<file path="src/rtl/sa_pkg.sv">
`default_nettype none
// ============================================================================
//  Module      : sa_pkg
//  Description : Shared types and constants for the systolic array
//                sequencer: FSM state encoding, row tag type and the
//                valid/tag pipe geometry helpers.
//  Revision    : 1.0 - initial release
// ============================================================================
package sa_pkg;

  localparam int SA_N     = 4;
  localparam int SA_M_MAX = 64;
  localparam int SA_ROW_W = $clog2(SA_M_MAX);

  typedef enum logic [1:0] {
    IDLE   = 2'd0,
    LOAD_W = 2'd1,
    STREAM = 2'd2,
    DRAIN  = 2'd3
  } sa_state_e;

  typedef logic [SA_ROW_W-1:0] sa_row_tag_t;

  // Buffer cycle + N accumulator stages + A register + (N-1) column hops.
  function automatic int sa_pipe_depth(input int n);
    return 2 * n + 1;
  endfunction

  // Stage (1 = pushed one cycle ago) at which column c's result appears.
  function automatic int sa_res_tap(input int n, input int c);
    return n + 2 + c;
  endfunction

endpackage
`default_nettype wire

</file>
<file path="src/rtl/sa_ctrl_if.sv">
`default_nettype none
// ============================================================================
//  Module      : sa_ctrl_if
//  Description : Job command, buffer strobe and result tag bundle of the
//                systolic array sequencer. perf_cycles exists only when
//                SA_CTRL_PERF_EN is defined.
//  Revision    : 1.0 - initial release
// ============================================================================
interface sa_ctrl_if #(
  parameter int N     = 4,
  parameter int ROW_W = 6,
  parameter int NW    = 2
);
  logic             start;
  logic [ROW_W:0]   cfg_m;
  logic             cfg_reuse_w;
  logic             busy;
  logic             done;
  logic             err;
  logic             w_rd_en;
  logic [NW-1:0]    w_rd_row;
  logic             weight_load_en;
  logic             compute_en;
  logic             a_rd_en;
  logic [ROW_W-1:0] a_rd_row;
  logic [N-1:0]     res_valid;
  logic [N*ROW_W-1:0] res_row;
`ifdef SA_CTRL_PERF_EN
  logic [31:0]      perf_cycles;
`endif

  modport master (
    output start, cfg_m, cfg_reuse_w,
    input  busy, done, err, w_rd_en, w_rd_row, weight_load_en, compute_en,
           a_rd_en, a_rd_row, res_valid, res_row
`ifdef SA_CTRL_PERF_EN
    , input perf_cycles
`endif
  );

  modport slave (
    input  start, cfg_m, cfg_reuse_w,
    output busy, done, err, w_rd_en, w_rd_row, weight_load_en, compute_en,
           a_rd_en, a_rd_row, res_valid, res_row
`ifdef SA_CTRL_PERF_EN
    , output perf_cycles
`endif
  );
endinterface
`default_nettype wire

</file>
<file path="src/rtl/sa_valid_pipe.sv">
`default_nettype none
// ============================================================================
//  Module      : sa_valid_pipe
//  Description : Shift register of {valid, row tag} that follows each A row
//                through the array, tapped per column at the array bottom.
//                empty_next says the pipe will hold nothing after this shift
//                (assuming no push this cycle).
//  Revision    : 1.0 - initial release
// ============================================================================
module sa_valid_pipe
  import sa_pkg::*;
#(
  parameter int N     = SA_N,
  parameter int TAG_W = SA_ROW_W
) (
  input  wire logic               clk,
  input  wire logic               rst,
  input  wire logic               push_valid,
  input  wire logic [TAG_W-1:0]   push_tag,
  output logic      [N-1:0]       tap_valid,
  output logic      [N*TAG_W-1:0] tap_tag,
  output logic                    empty_next
);
  localparam int DEPTH = sa_pipe_depth(N);

  // Stage s holds the entry pushed s cycles ago.
  logic [DEPTH:1]            valid_q, valid_d;
  logic [DEPTH:1][TAG_W-1:0] tag_q, tag_d;

  // Shift one stage per cycle; idle cycles shift in zeros.
  always_comb begin
    valid_d = {valid_q[DEPTH-1:1], push_valid};
    tag_d   = {tag_q[DEPTH-1:1], push_tag};
  end

  // Pipe registers, cleared on reset.
  always_ff @(posedge clk) begin
    if (rst) begin
      valid_q <= '0;
      tag_q   <= '0;
    end else begin
      valid_q <= valid_d;
      tag_q   <= tag_d;
    end
  end

  // The last stage drops out on this shift, so only the others matter.
  assign empty_next = ~|valid_q[DEPTH-1:1];

  for (genvar c = 0; c < N; c++) begin : g_tap
    localparam int S = sa_res_tap(N, c);
    assign tap_valid[c]               = valid_q[S];
    assign tap_tag[c*TAG_W +: TAG_W]  = tag_q[S];
  end

endmodule
`default_nettype wire

</file>
<file path="src/rtl/systolic_array_ctrl.sv">
`default_nettype none
// ============================================================================
//  Module      : systolic_array_ctrl
//  Description : Job sequencer for an N x N weight-stationary systolic
//                array: preload weights bottom row first, stream M A rows,
//                tag de-skewed results per column. Optional SA_CTRL_PERF_EN
//                adds a 32-bit busy-cycle counter (perf_cycles).
//  Revision    : 1.0 - initial release
// ============================================================================
module systolic_array_ctrl
  import sa_pkg::*;
#(
  parameter int N     = SA_N,
  parameter int M_MAX = SA_M_MAX,
  parameter int ROW_W = $clog2(M_MAX),
  parameter int NW    = $clog2(N)
) (
  input  wire logic clk,
  input  wire logic rst,
  sa_ctrl_if.slave  bus
);
  localparam int CNT_W = ((ROW_W > NW) ? ROW_W : NW) + 1;

  sa_state_e        state_q, state_d;
  logic [CNT_W-1:0] cnt_q, cnt_d;
  logic [ROW_W:0]   m_q, m_d;
  logic             done_q, done_d;
  logic             err_q, err_d;

  logic             cfg_ok;
  logic             accept;
  logic             w_rd_en, weight_load_en, compute_en, a_rd_en;
  logic [NW-1:0]    w_rd_row;
  logic [ROW_W-1:0] a_rd_row;
  logic             pipe_empty_next;

  assign cfg_ok = (bus.cfg_m != '0) && (bus.cfg_m <= (ROW_W+1)'(M_MAX));

  // Next-state, counters and per-state strobes.
  always_comb begin
    state_d        = state_q;
    cnt_d          = cnt_q;
    m_d            = m_q;
    done_d         = 1'b0;
    err_d          = 1'b0;
    accept         = 1'b0;
    w_rd_en        = 1'b0;
    w_rd_row       = '0;
    weight_load_en = 1'b0;
    compute_en     = 1'b0;
    a_rd_en        = 1'b0;
    a_rd_row       = '0;
    case (state_q)
      IDLE: begin
        if (bus.start) begin
          if (cfg_ok) begin
            accept  = 1'b1;
            m_d     = bus.cfg_m;
            cnt_d   = '0;
            state_d = bus.cfg_reuse_w ? STREAM : LOAD_W;
          end else begin
            err_d = 1'b1;
          end
        end
      end
      LOAD_W: begin
        // Bottom weight row goes in first; load enable trails the read by
        // the buffer's one-cycle latency.
        w_rd_en        = (cnt_q < CNT_W'(N));
        weight_load_en = (cnt_q != '0);
        if (w_rd_en) w_rd_row = NW'(N - 1) - cnt_q[NW-1:0];
        if (cnt_q == CNT_W'(N)) begin
          cnt_d   = '0;
          state_d = STREAM;
        end else begin
          cnt_d = cnt_q + CNT_W'(1);
        end
      end
      STREAM: begin
        compute_en = 1'b1;
        a_rd_en    = 1'b1;
        a_rd_row   = cnt_q[ROW_W-1:0];
        if (cnt_q == CNT_W'(m_q) - CNT_W'(1)) begin
          cnt_d   = '0;
          state_d = DRAIN;
        end else begin
          cnt_d = cnt_q + CNT_W'(1);
        end
      end
      DRAIN: begin
        compute_en = 1'b1;
        if (pipe_empty_next) begin
          state_d = IDLE;
          done_d  = 1'b1;
        end
      end
      default: state_d = IDLE;
    endcase
  end

  // State, counters and pulse registers.
  always_ff @(posedge clk) begin
    if (rst) begin
      state_q <= IDLE;
      cnt_q   <= '0;
      m_q     <= '0;
      done_q  <= 1'b0;
      err_q   <= 1'b0;
    end else begin
      state_q <= state_d;
      cnt_q   <= cnt_d;
      m_q     <= m_d;
      done_q  <= done_d;
      err_q   <= err_d;
    end
  end

  sa_valid_pipe #(
    .N     (N),
    .TAG_W (ROW_W)
  ) u_pipe (
    .clk        (clk),
    .rst        (rst),
    .push_valid (a_rd_en),
    .push_tag   (a_rd_row),
    .tap_valid  (bus.res_valid),
    .tap_tag    (bus.res_row),
    .empty_next (pipe_empty_next)
  );

  assign bus.busy           = (state_q != IDLE);
  assign bus.done           = done_q;
  assign bus.err            = err_q;
  assign bus.w_rd_en        = w_rd_en;
  assign bus.w_rd_row       = w_rd_row;
  assign bus.weight_load_en = weight_load_en;
  assign bus.compute_en     = compute_en;
  assign bus.a_rd_en        = a_rd_en;
  assign bus.a_rd_row       = a_rd_row;

`ifdef SA_CTRL_PERF_EN
  logic [31:0] perf_q, perf_d;

  // Busy-cycle count: restart on accept, hold while idle.
  always_comb begin
    perf_d = perf_q;
    if (accept)                perf_d = '0;
    else if (state_q != IDLE)  perf_d = perf_q + 32'd1;
  end

  // Performance counter register.
  always_ff @(posedge clk) begin
    if (rst) perf_q <= '0;
    else     perf_q <= perf_d;
  end

  assign bus.perf_cycles = perf_q;
`endif

endmodule
`default_nettype wire

</file>
<file path="src/flat_wrapper.sv">
// flat-port wrapper written by rule: the top's interface ports become plain ports
module systolic_array_ctrl_flat import sa_pkg::*;
#(
  parameter int N     = SA_N,
  parameter int M_MAX = SA_M_MAX,
  parameter int ROW_W = $clog2(M_MAX),
  parameter int NW    = $clog2(N)
)
  (clk, rst, bus_start, bus_cfg_m, bus_cfg_reuse_w, bus_busy, bus_done, bus_err, bus_w_rd_en, bus_w_rd_row, bus_weight_load_en, bus_compute_en, bus_a_rd_en, bus_a_rd_row, bus_res_valid, bus_res_row);
  sa_ctrl_if #(.N(N), .ROW_W(ROW_W), .NW(NW)) bus_i ();
  input  wire logic clk;
  input  wire logic rst;
  input wire logic [$bits(bus_i.start)-1:0] bus_start;
  input wire logic [$bits(bus_i.cfg_m)-1:0] bus_cfg_m;
  input wire logic [$bits(bus_i.cfg_reuse_w)-1:0] bus_cfg_reuse_w;
  output wire logic [$bits(bus_i.busy)-1:0] bus_busy;
  output wire logic [$bits(bus_i.done)-1:0] bus_done;
  output wire logic [$bits(bus_i.err)-1:0] bus_err;
  output wire logic [$bits(bus_i.w_rd_en)-1:0] bus_w_rd_en;
  output wire logic [$bits(bus_i.w_rd_row)-1:0] bus_w_rd_row;
  output wire logic [$bits(bus_i.weight_load_en)-1:0] bus_weight_load_en;
  output wire logic [$bits(bus_i.compute_en)-1:0] bus_compute_en;
  output wire logic [$bits(bus_i.a_rd_en)-1:0] bus_a_rd_en;
  output wire logic [$bits(bus_i.a_rd_row)-1:0] bus_a_rd_row;
  output wire logic [$bits(bus_i.res_valid)-1:0] bus_res_valid;
  output wire logic [$bits(bus_i.res_row)-1:0] bus_res_row;
  assign bus_i.start = bus_start;
  assign bus_i.cfg_m = bus_cfg_m;
  assign bus_i.cfg_reuse_w = bus_cfg_reuse_w;
  assign bus_busy = bus_i.busy;
  assign bus_done = bus_i.done;
  assign bus_err = bus_i.err;
  assign bus_w_rd_en = bus_i.w_rd_en;
  assign bus_w_rd_row = bus_i.w_rd_row;
  assign bus_weight_load_en = bus_i.weight_load_en;
  assign bus_compute_en = bus_i.compute_en;
  assign bus_a_rd_en = bus_i.a_rd_en;
  assign bus_a_rd_row = bus_i.a_rd_row;
  assign bus_res_valid = bus_i.res_valid;
  assign bus_res_row = bus_i.res_row;
  systolic_array_ctrl #(.N(N), .M_MAX(M_MAX), .ROW_W(ROW_W), .NW(NW)) u_core (.clk(clk), .rst(rst), .bus(bus_i));
endmodule
</file>
<file path="config.mk">
export PLATFORM = sky130hd
export DESIGN_NAME = systolic_array_ctrl_flat
export DESIGN_NICKNAME = d
export VERILOG_FILES = /design/src/rtl/sa_pkg.sv /design/src/rtl/sa_ctrl_if.sv /design/src/rtl/sa_valid_pipe.sv /design/src/rtl/systolic_array_ctrl.sv /design/src/flat_wrapper.sv
export SDC_FILE = /design/constraint.sdc
export NUM_CORES = 1
export LEC_CHECK = 0
export ABC_AREA = 1
export CORE_ASPECT_RATIO = 1.1
export CORE_UTILIZATION = 53
export CTS_CLUSTER_SIZE = 30
export DETAILED_ROUTE_END_ITERATION = 10
export GPL_TIMING_DRIVEN = 0
export PLACE_DENSITY = 0.79
export SLEW_MARGIN = 15
export SYNTH_ARGS = -nofsm -noshare
export SYNTH_HDL_FRONTEND = slang
export SYNTH_SLANG_ARGS = --single-unit
export TNS_END_PERCENT = 10
</file>
<file path="constraint.sdc">
create_clock -name clk -period 2.1 [get_ports clk]
set_input_delay 0.42 -clock clk [delete_from_list [all_inputs] [get_ports clk]]
set_output_delay 0.42 -clock clk [all_outputs]
set_load 0.02 [all_outputs]
</file>
==> impl_results.md <==
* Clock latency on the worst-skew pair at 0.34 ns
* Sw power at 0.00123 W
* Placeable Area at 0.00588 mm^2
* Inserted Diodes at 0
* IO Pins at 54
* Commonest non-fill, non-tap cells in the layout: inv_1 (87), nor2_1 (83), dfxtp_1 (77)
* Compound-gate portion of the synthesized area at 4.52%
* Hold Path Cell Cnt at 2
* Port Buffer Count at 52
* Worst IR Drop VDD at ~0.52 mV
* Post-route non-filler standard cell count at 566
* RSZ-0062 raised after global routing: no
* DRT antenna net count at 0
* Overall routed net length at 5590 um
* Starting Density at 56.0%
* Initial antenna violation count at 0
* Post-Synth Simple-Gate Area at 22.3%
* Synth Area in Adders at about 3.4%
* P_int at between 0.002 and 0.003 W
* Worst slew pin tran at between 0.5 and 0.6 ns
* Switching share of power at 31.1%
* Die H at ~85 um
* Final period util at 96.4%
* Synth-to-Final Area Change at 25.0%
* Fillers at 512
* Post-Place Cells at 553
* Cells after Synth at 424
* Sequential area share after synthesis at 49.3%
* Placement Setup Slack at -0.0795 ns
* Relative slew margins at 65.4%
* Syn Nets at 444
* Die width at a little under 80 um
* Max Transition Viols Final at 0
* GRT Total Usage at 19.0%
* Final WS setup at 0.0765 ns
* Avg Cell Area, Syn at 7.76 um^2
* Yosys reg bits at 81
* Layout Nets at 505
* Die ar. at 0.00653 mm^2
* Power density over the cells at slightly below 1000 mW/mm^2
* Synth Area in XOR/XNOR at ~2.4%
* Worst r2r src: u_core.m_q[0]
* Starting DRT DRC Count at 48
* Critical Path AT at 1.60 ns
* Worst r2r dst: u_core.cnt_q[1]
* Root Buffer: clkbuf_8
* Hold slack at around 0.4 ns
* DR DRC count at 0
* Worst R2R Setup Slack at 0.30 ns
* Hold Buf Count CTS at 0
* Hpwl dp at 4010 um
* Fmax at 494 MHz
* Crit path time final at 2.02 ns
* Sequential share of power at a little over 40%
* Setup Viol. Count Final at 0
* Mapped cell area at 0.00329 mm^2
* Placer Congestion at 0.843
* First-pass DRT Iterations at 4
* First-pass GRT wire length at about 10000 um
* Final hold vios at 0
* Worst path required time at 1.68 ns
* Setup crit end kind: output pin
* Commonest non-fill, non-tap cell in the layout: inv_1
* R2R depth at 14
* Combinational Power Share at between 20% and 30%
* HP Start: u_core.u_pipe.tag_d[7]
* Sink Count at 81
* Routed wire length per instance at 9.87 um
* Crit path kind: reg2out
* Vias in the first global route at 2312
* Crit Path Max Fanout at 4
* H-tree depth at 3
* P_leak at roughly 1.8 nW
* Grt total ovfl at 0
* Clock Skew at 0.00511 ns
* Num rows at 29
* Largest family of logic cells by synthesized area: simple AND/OR/NAND/NOR gates
* Multiplexer share of the synthesized area at 0%
* Status: completed
* CTS tree: done
* Synth unique cells at 25
* Yosys warning total at 0
* CTS clock-pin slew for the worst setup and hold paths at 0.08 ns
* Part of the power in the clock network at between 30 and 40%
* Number of clock buffers inserted by TritonCTS at 9
* Share of cells above drive strength 1 at 15.7%
* Largest net degree at the start of global routing at 15
* Startpoint types: flop
* Hold Path Class: reg2reg
* Vias per cell at around 4.5
* CTS max path bufs at 2
* DR vias at approximately 2.5k
* Hold path endpoint: u_core.u_pipe.tag_d[13]
* Max Cap Violations at 0
worst max-delay path: stages (launching register included):
cell	delay, ns
dfxtp_2	0.34
inv_1	0.13
ha_2	0.19
clkdlybuf4s50_1	0.59
state kept, by name, summed over array words and instances, names as in the netlist:
register and flops:
u_core.u_pipe.tag_d 30, u_core.u_pipe.tap_tag 24, u_core.u_pipe.valid_q 9, u_core.cnt_q 7, u_core.m_q 7, u_core.state_q 2, u_core.bus.done 1, u_core.bus.err 1
final cells by class:
cell class / count / area [um^2] / share of cell area [%]
sequential: 81 / 1630 / 39.5
timing repair buffer: 52 / 485 / 11.8
tap: 77 / 96.3 / 2.34
buffer: 40 / 263 / 6.38
clock inverter: 6 / 115 / 2.80
multi-input combinational: 214 / 1080 / 26.2
clock buffer: 9 / 124 / 3.01
inverter: 87 / 327 / 7.94
power by group through the flow:
| stage | Sequential, W | Clock (W) | Combinational, W |
|---|---|---|---|
| 2_1_floorplan | 0.00167 | 0 | 0.000734 |
| 3_3_place_gp | 0.00168 | 0 | 0.000999 |
| 3_5_place_dp | 0.00168 | 0 | 0.00102 |
| 4_1_cts | 0.00165 | 0.00137 | 0.000997 |
| 5_1_grt | 0.00166 | 0.00144 | 0.00111 |
| 6_report | 0.00165 | 0.00134 | 0.000980 |
synthesized netlist by cell type:
| master | number | share of area, % |
|---|---|---|
| nor3_1 | 2 | 0.30 |
| nand3_2 | 2 | 0.61 |
| o21ai_4 | 1 | 0.49 |
| nand3_1 | 19 | 2.9 |
| a21oi_1 | 15 | 2.3 |
| nand3b_2 | 1 | 0.34 |
| nor2_2 | 5 | 0.95 |
| o21ai_0 | 10 | 1.5 |
| or2_2 | 1 | 0.19 |
| ha_1 | 9 | 3.4 |
| clkbuf_1 | 10 | 1.1 |
| nor2_1 | 84 | 9.6 |
| nor2_4 | 1 | 0.34 |
| a21boi_0 | 1 | 0.23 |
| xor2_1 | 6 | 1.6 |
| and3_1 | 1 | 0.19 |
| nand4_1 | 4 | 0.76 |
| buf_2 | 3 | 0.46 |
| xnor2_1 | 3 | 0.80 |
| dfxtp_1 | 81 | 49 |
| nand2_1 | 46 | 5.2 |
| inv_1 | 87 | 9.9 |
| buf_4 | 29 | 6.6 |
| nor4_1 | 1 | 0.19 |
| nand2_4 | 2 | 0.68 |
worst max-delay path by stage:
| stage | startpoint | to | cells after the start |
|---|---|---|---|
| after floorplan | u_core.cnt_q[3] | bus_weight_load_en | 5 |
| after global placement | u_core.cnt_q[3] | bus_weight_load_en | 6 |
| after detailed placement | u_core.cnt_q[3] | bus_weight_load_en | 6 |
| after CTS | u_core.state_q[1] | bus_weight_load_en | 4 |
| after global routing | u_core.state_q[1] | bus_weight_load_en | 4 |
| final | u_core.state_q[0] | bus_a_rd_en | 3 |
metrics by stage:
stage	TNS (ns)	cell area [um^2]	power, W	utilization [%]
2_1_floorplan	0	3290	0.00241	-
3_3_place_gp	-0.0851	3910	0.00268	66.5
3_5_place_dp	-0.0795	3910	0.00270	66.5
4_1_cts	0	4130	0.00401	70.2
5_1_grt	0	4120	0.00420	70.0
6_report	0	4120	0.00397	70.0
per-layer routing:
layer	vias to the layer above	track usage, %	part of all wire (%)
li1	1339	-	-
met1	1126	21.9	45
met2	59	32.7	49
met3	11	3.15	3.7
met4	0	11.8	2.4
met5	-	0	0
timing repair:
item | CTS | global route
gates resized for setup | 32 | 9
setup endpoints to repair | 12 | 7
buffers inserted | 0 | 0
logic make-up (layout without fill, tap and decap cells):
| family | Yosys count | in the layout |
|---|---|---|
| AO/OA/AOI/OAI | 27 | 27 |
| XOR/XNOR | 9 | 9 |
| adder cells (fa/ha/maj) | 9 | 9 |
| buffers and inverters | 129 | 194 |
| flip-flops | 81 | 81 |
| AND/OR/NAND/NOR | 169 | 169 |
(Power assumes the default switching activity.)
